--- src/rtl/arb_mux_n_if.sv ---
// arb_mux_n_if: stream bus between NUM_CH producers, the mux and one consumer
interface arb_mux_n_if #(
  parameter int WIDTH  = 32,
  parameter int NUM_CH = 4,
  parameter int SEL_W  = $clog2(NUM_CH)
);
  logic [NUM_CH*WIDTH-1:0] i_data;
  logic [NUM_CH-1:0]       i_valid;
  logic [NUM_CH-1:0]       o_ready;
  logic [SEL_W-1:0]        i_sel;
  logic [SEL_W-1:0]        o_ch;
  logic [WIDTH-1:0]        o_data;
  logic                    o_valid;
  logic                    i_ready;
  modport slave  (input i_data, i_valid, i_sel, i_ready, output o_ready, o_data, o_ch, o_valid);
  modport master (output i_data, i_valid, i_sel, i_ready, input o_ready, o_data, o_ch, o_valid);
endinterface

--- src/rtl/arb_mux_n.sv ---
// arb_mux_n: N-channel registered stream mux, external select or round-robin
module arb_mux_n #(
  parameter int WIDTH  = 32,
  parameter int NUM_CH = 4,
  parameter int SEL_W  = $clog2(NUM_CH),
  parameter int MODE   = 0
) (
  input logic         i_clk,
  input logic         i_rst_n,
  arb_mux_n_if.slave  bus
);
  localparam int PAD = 1 << SEL_W;
  logic [SEL_W-1:0] r_ch, r_ptr, w_gnt, w_rr_gnt;
  logic [WIDTH-1:0] r_data;
  logic             r_valid, w_load, w_gnt_vld, w_rr_vld, w_sel_vld;
  logic [PAD-1:0]   w_valid_pad;
  logic [WIDTH-1:0] w_ch_data [PAD];
  // padding to a power of two keeps out-of-range selects harmless
  for (genvar k = 0; k < PAD; k++) begin : g_ch
    if (k < NUM_CH) begin : g_in
      assign w_ch_data[k] = bus.i_data[k*WIDTH +: WIDTH];
    end else begin : g_pad
      assign w_ch_data[k] = '0;
    end
  end
  assign w_valid_pad = PAD'(bus.i_valid);
  assign w_load      = !r_valid || bus.i_ready;
  assign w_sel_vld   = w_valid_pad[bus.i_sel] && (int'(bus.i_sel) < NUM_CH);
  always_comb begin
    w_rr_gnt = r_ptr;
    w_rr_vld = 1'b0;
    for (int i = 1; i <= NUM_CH; i++)
      if (!w_rr_vld && w_valid_pad[SEL_W'((int'(r_ptr) + i) % NUM_CH)]) begin
        w_rr_gnt = SEL_W'((int'(r_ptr) + i) % NUM_CH);
        w_rr_vld = 1'b1;
      end
  end
  assign w_gnt       = MODE == 1 ? w_rr_gnt : bus.i_sel;
  assign w_gnt_vld   = MODE == 1 ? w_rr_vld : w_sel_vld;
  assign bus.o_ready = (w_load && w_gnt_vld) ? NUM_CH'(1) << w_gnt : '0;
  always_ff @(posedge i_clk or negedge i_rst_n)
    if (!i_rst_n) begin
      r_valid <= 1'b0;
      r_data  <= '0;
      r_ch    <= '0;
      r_ptr   <= SEL_W'(NUM_CH - 1);
    end else if (w_load) begin
      r_valid <= w_gnt_vld;
      if (w_gnt_vld) begin
        r_data <= w_ch_data[w_gnt];
        r_ch   <= w_gnt;
        if (MODE == 1) r_ptr <= w_gnt;
      end
    end
  assign bus.o_data  = r_data;
  assign bus.o_ch    = r_ch;
  assign bus.o_valid = r_valid;
endmodule

--- src/flat_wrapper.sv ---
// flat-port wrapper written by rule: the top's interface ports become plain ports
module arb_mux_n_flat 
#(
  parameter int WIDTH  = 32,
  parameter int NUM_CH = 4,
  parameter int SEL_W  = $clog2(NUM_CH),
  parameter int MODE   = 0
)
  (i_clk, i_rst_n, bus_i_data, bus_i_valid, bus_i_sel, bus_i_ready, bus_o_ready, bus_o_data, bus_o_ch, bus_o_valid);
  arb_mux_n_if #(.WIDTH(WIDTH), .NUM_CH(NUM_CH), .SEL_W(SEL_W)) bus_i ();
  input logic i_clk;
  input logic i_rst_n;
  input wire logic [$bits(bus_i.i_data)-1:0] bus_i_data;
  input wire logic [$bits(bus_i.i_valid)-1:0] bus_i_valid;
  input wire logic [$bits(bus_i.i_sel)-1:0] bus_i_sel;
  input wire logic [$bits(bus_i.i_ready)-1:0] bus_i_ready;
  output wire logic [$bits(bus_i.o_ready)-1:0] bus_o_ready;
  output wire logic [$bits(bus_i.o_data)-1:0] bus_o_data;
  output wire logic [$bits(bus_i.o_ch)-1:0] bus_o_ch;
  output wire logic [$bits(bus_i.o_valid)-1:0] bus_o_valid;
  assign bus_i.i_data = bus_i_data;
  assign bus_i.i_valid = bus_i_valid;
  assign bus_i.i_sel = bus_i_sel;
  assign bus_i.i_ready = bus_i_ready;
  assign bus_o_ready = bus_i.o_ready;
  assign bus_o_data = bus_i.o_data;
  assign bus_o_ch = bus_i.o_ch;
  assign bus_o_valid = bus_i.o_valid;
  arb_mux_n #(.WIDTH(WIDTH), .NUM_CH(NUM_CH), .SEL_W(SEL_W), .MODE(MODE)) u_core (.i_clk(i_clk), .i_rst_n(i_rst_n), .bus(bus_i));
endmodule
--- config.mk ---
export PLATFORM = sky130hd
export DESIGN_NAME = arb_mux_n_flat
export DESIGN_NICKNAME = d
export VERILOG_FILES = /design/src/rtl/arb_mux_n_if.sv /design/src/rtl/arb_mux_n.sv /design/src/flat_wrapper.sv
export SDC_FILE = /design/constraint.sdc
export NUM_CORES = 1
export LEC_CHECK = 0
export CORE_MARGIN = 3
export CORE_UTILIZATION = 34
export DETAILED_ROUTE_END_ITERATION = 10
export GPL_TIMING_DRIVEN = 0
export PLACE_DENSITY = 0.89
export SETUP_SLACK_MARGIN = 0.02
export SYNTH_ARGS = -nofsm -noshare
export SYNTH_HDL_FRONTEND = slang
export SYNTH_SLANG_ARGS = --single-unit
--- constraint.sdc ---
create_clock -name i_clk -period 1.9 [get_ports i_clk]
set_input_delay 0.285 -clock i_clk [delete_from_list [all_inputs] [get_ports i_clk]]
set_output_delay 0.285 -clock i_clk [all_outputs]
set_load 0.05 [all_outputs]
==> flow_summary.json <==
{
  "status": "finished clean",
  "synthFlopType": "dfrtp_1",
  "rsz0062_at_grt": "false",
  "cp_top_family": "buffers and inverters",
  "r2r_slack_ns": 0.31,
  "drtPass1Iterations": 4,
  "clkTransAtPathRegs_ns": 0.06,
  "grt_overflow": 0,
  "fp.dieArea_sq_mm": 0.007802,
  "cts_buffers": 5,
  "final_util_pct": 65.73,
  "coreArea_sq_mm": 0.006459,
  "fmax_mhz": 559.7,
  "path_class": "input port to output pin",
  "arrival_ns": 1.50,
  "drtAntennaViolNets": 0,
  "synth_top_cell_area_share_pct": 38.00,
  "drive_gt1_share_pct": 26.69,
  "post-route-period-util_pct": 94.03,
  "leakagePower_uw": 0.001755,
  "drtIter0Drc": 16,
  "routed-via-count": 1906,
  "r2r_start": "u_core.bus.o_valid",
  "synth_area_leader_cell": "dfrtp_1",
  "p_sw_uw": 1380,
  "multi_input_area_sq_mm": 0.001326,
  "io_pins": 176,
  "critPathLaunchType": "input port",
  "netlist_area_sq_mm": 0.002305,
  "irDropWorstVdd_v": 0.0004287,
  "worst_slew_pin_slew_ns": 0.7787,
  "grt_pass1_wl_um": 10270,
  "cts_sinks": 35,
  "setup_viol": 0,
  "cp_max_fo": 4,
  "synth_area_leaders": "dfrtp_1 38%, mux4_2 28%, mux2_4 20%",
  "end_kind": "output pin",
  "yosys_warnings": 0,
  "skew_ns": 0.002830,
  "yosysSeqAreaShare_pct": 38.00,
  "htreeDepth": 2,
  "postPlaceCellArea_sq_mm": 0.004138,
  "grt_usage_pct": 17.65,
  "critPathBufInv": 2,
  "power_frac_comb_pct": 56.6,
  "p_sw_share_pct": 38.98,
  "synth-seq-cells": 35,
  "crit_chain": "clkdlybuf4s50_1, nand2b_1, nor3b_4, and2_1, buf_6",
  "power.density_mw_per_mm2": 833.6,
  "num_rows": 29,
  "antenna_found_initial": 0,
  "die_x_um": 88.33,
  "regArea_sq_um": 875.8,
  "seq_power_share_pct": 29.8,
  "diodes": 0,
  "die_h_um": 88.33,
  "pwr-share-clk_pct": 13.6,
  "startpoint": "bus_i_ready",
  "synthArstFlopShare_pct": 100.0,
  "wl_per_cell_um": 17.31,
  "syn_avg_cell_area_sq_um": 17.87,
  "path_depth": 5,
  "r2r-end": "u_core.bus.o_data[14]",
  "areaGrowthSynthToFinish_pct": 84.20,
  "finalHoldViolations": 0,
  "fin_area_sq_mm": 0.004245,
  "routed_wirelength_um": 6716,
  "synth_edf_count": 0,
  "ys_types": 20,
  "synth_nets": 266,
  "route.detailed.drc": 0,
  "cts_buffer_depth": 2,
  "grt_max_degree": 36,
  "viasPerCell": 4.912,
  "cap_violations": 0,
  "grt_pass1_vias": 2068,
  "slew_viol_final": 0,
  "cts_tree": "done",
  "worst_path_largest_cell_delay_ns": 0.47,
  "routabilityCongestion": 0.7327,
  "port-buffer-count": 174,
  "fin_nets": 449,
  "cts_root_buf": "clkbuf_8",
  "place_hpwl_um": 5576,
  "cp-endpoint": "bus_o_ready[0]",
  "synthesis.instances": 129,
  "p_int_uw": 2159,
  "clk-insertion-delay-late_ns": 0.28,
  "hold_path.class": "input port to asynchronous set/reset pin",
  "start_util_pct": 35.68,
  "required_ns": 1.62,
  "fin_crit_ns": 1.787,
  "relSlewSlack_pct": 48.09,
  "postCtsHoldBufs": 0,
  "reg2reg_depth": 6,
  "fill_cells": 490,
  "cp_slowest_cell": "clkdlybuf4s50_1"
}
-- worst min path at each step --
stage                     cells past startpoint                     to                  start
after floorplan                               0     u_core.bus.o_ch[0]                i_rst_n
after global placement                        1  u_core.bus.o_data[23]  u_core.bus.o_data[23]
after detailed placement                      1   u_core.bus.o_data[6]                i_rst_n
after CTS                                     1   u_core.bus.o_data[6]                i_rst_n
after global routing                          1   u_core.bus.o_data[7]                i_rst_n
final                                         1   u_core.bus.o_data[6]                i_rst_n
-- layer usage --
layer,up-vias,share of wire (%),GRT usage (%)
met5,-,0,0
met4,0,1.2,3.846
met3,7,9.2,5.400
met2,101,54,32.36
met1,919,36,20.19
li1,879,-,-
-- registers in the layout, indices dropped and copies added (netlist names) --
register / flops
u_core.bus.o_ch: 2
u_core.bus.o_valid: 1
u_core.bus.o_data: 32
-- logic make-up (layout without fill, tap and decap cells) --
kind of cell           Yosys count  in the layout  synth area share (%)
DFF                             35             35                 38.00
AOI/OAI and AO/OA                2              2                0.4343
buffers and inverters           15            197                 5.374
muxes                           67             67                 53.69
and+or+nand+nor                 10             10                 2.497
-- area by class of cell --
class	count	share of cell area, %
repair buffers	176	41.06
multi-input cells	79	31.24
flip-flops and latches	35	20.63
plain buffers	12	2.829
well taps	77	2.269
clock buffers	6	1.709
inverters	3	0.2653
-- synth_stat cells, drive strengths merged, types with 2 or more instances --
library cell	count
and2	2
buf	8
clkbuf	4
dfrtp	35
inv	3
mux2	34
mux4	32
nand2	2
nor2	2
o21ai	2
-- power by group through the flow --
stage | sequential [uW] | combinational (uW) | clock [uW]
after global placement | 1050 | 1990 | 0
after floorplan | 1750 | 531 | 0
final | 1050 | 2000 | 481
after detailed placement | 1060 | 2010 | 0
after CTS | 1050 | 2030 | 501
after global routing | 1080 | 2090 | 531
-- placed cells by master (no fill, tap or decap), drive strengths merged --
cell type | Yosys | final
inv | 3 | 3
nor3b | 1 | 1
mux2 | 34 | 34
clkbuf | 4 | 10
dfrtp | 35 | 35
mux4 | 32 | 32
o21ai | 2 | 2
clkdlybuf4s50 | 0 | 168
and2 | 2 | 2
dlygate4sd2 | 0 | 1
nand2b | 1 | 1
mux2i | 1 | 1
nor2b | 1 | 1
nand2 | 2 | 2
nand3 | 1 | 1
buf | 8 | 15
nor2 | 2 | 2
-- timing repair --
action	4_1_cts	5_1_grt
resized for setup	32	0
endpoints found under the setup margin	37	0
buffers inserted	2	0
-- metrics by stage --
step / instances / worst slack [ns] / TNS, ns / total power, uW / hold slack, ns
5_1_grt: 388 / 0.06570 / 0 / 3710 / 0.1506
6_report: 388 / 0.1133 / 0 / 3539 / 0.08661
3_5_place_dp: 380 / -0.7377 / -17.36 / 3073 / 0.4169
2_1_floorplan: 129 / 0.09972 / 0 / 2281 / -0.01059
4_1_cts: 388 / 0.1057 / 0 / 3581 / 0.1115
3_3_place_gp: 380 / -0.6852 / -23.85 / 3042 / 0.4750
Power figures use the tool's default switching activity.
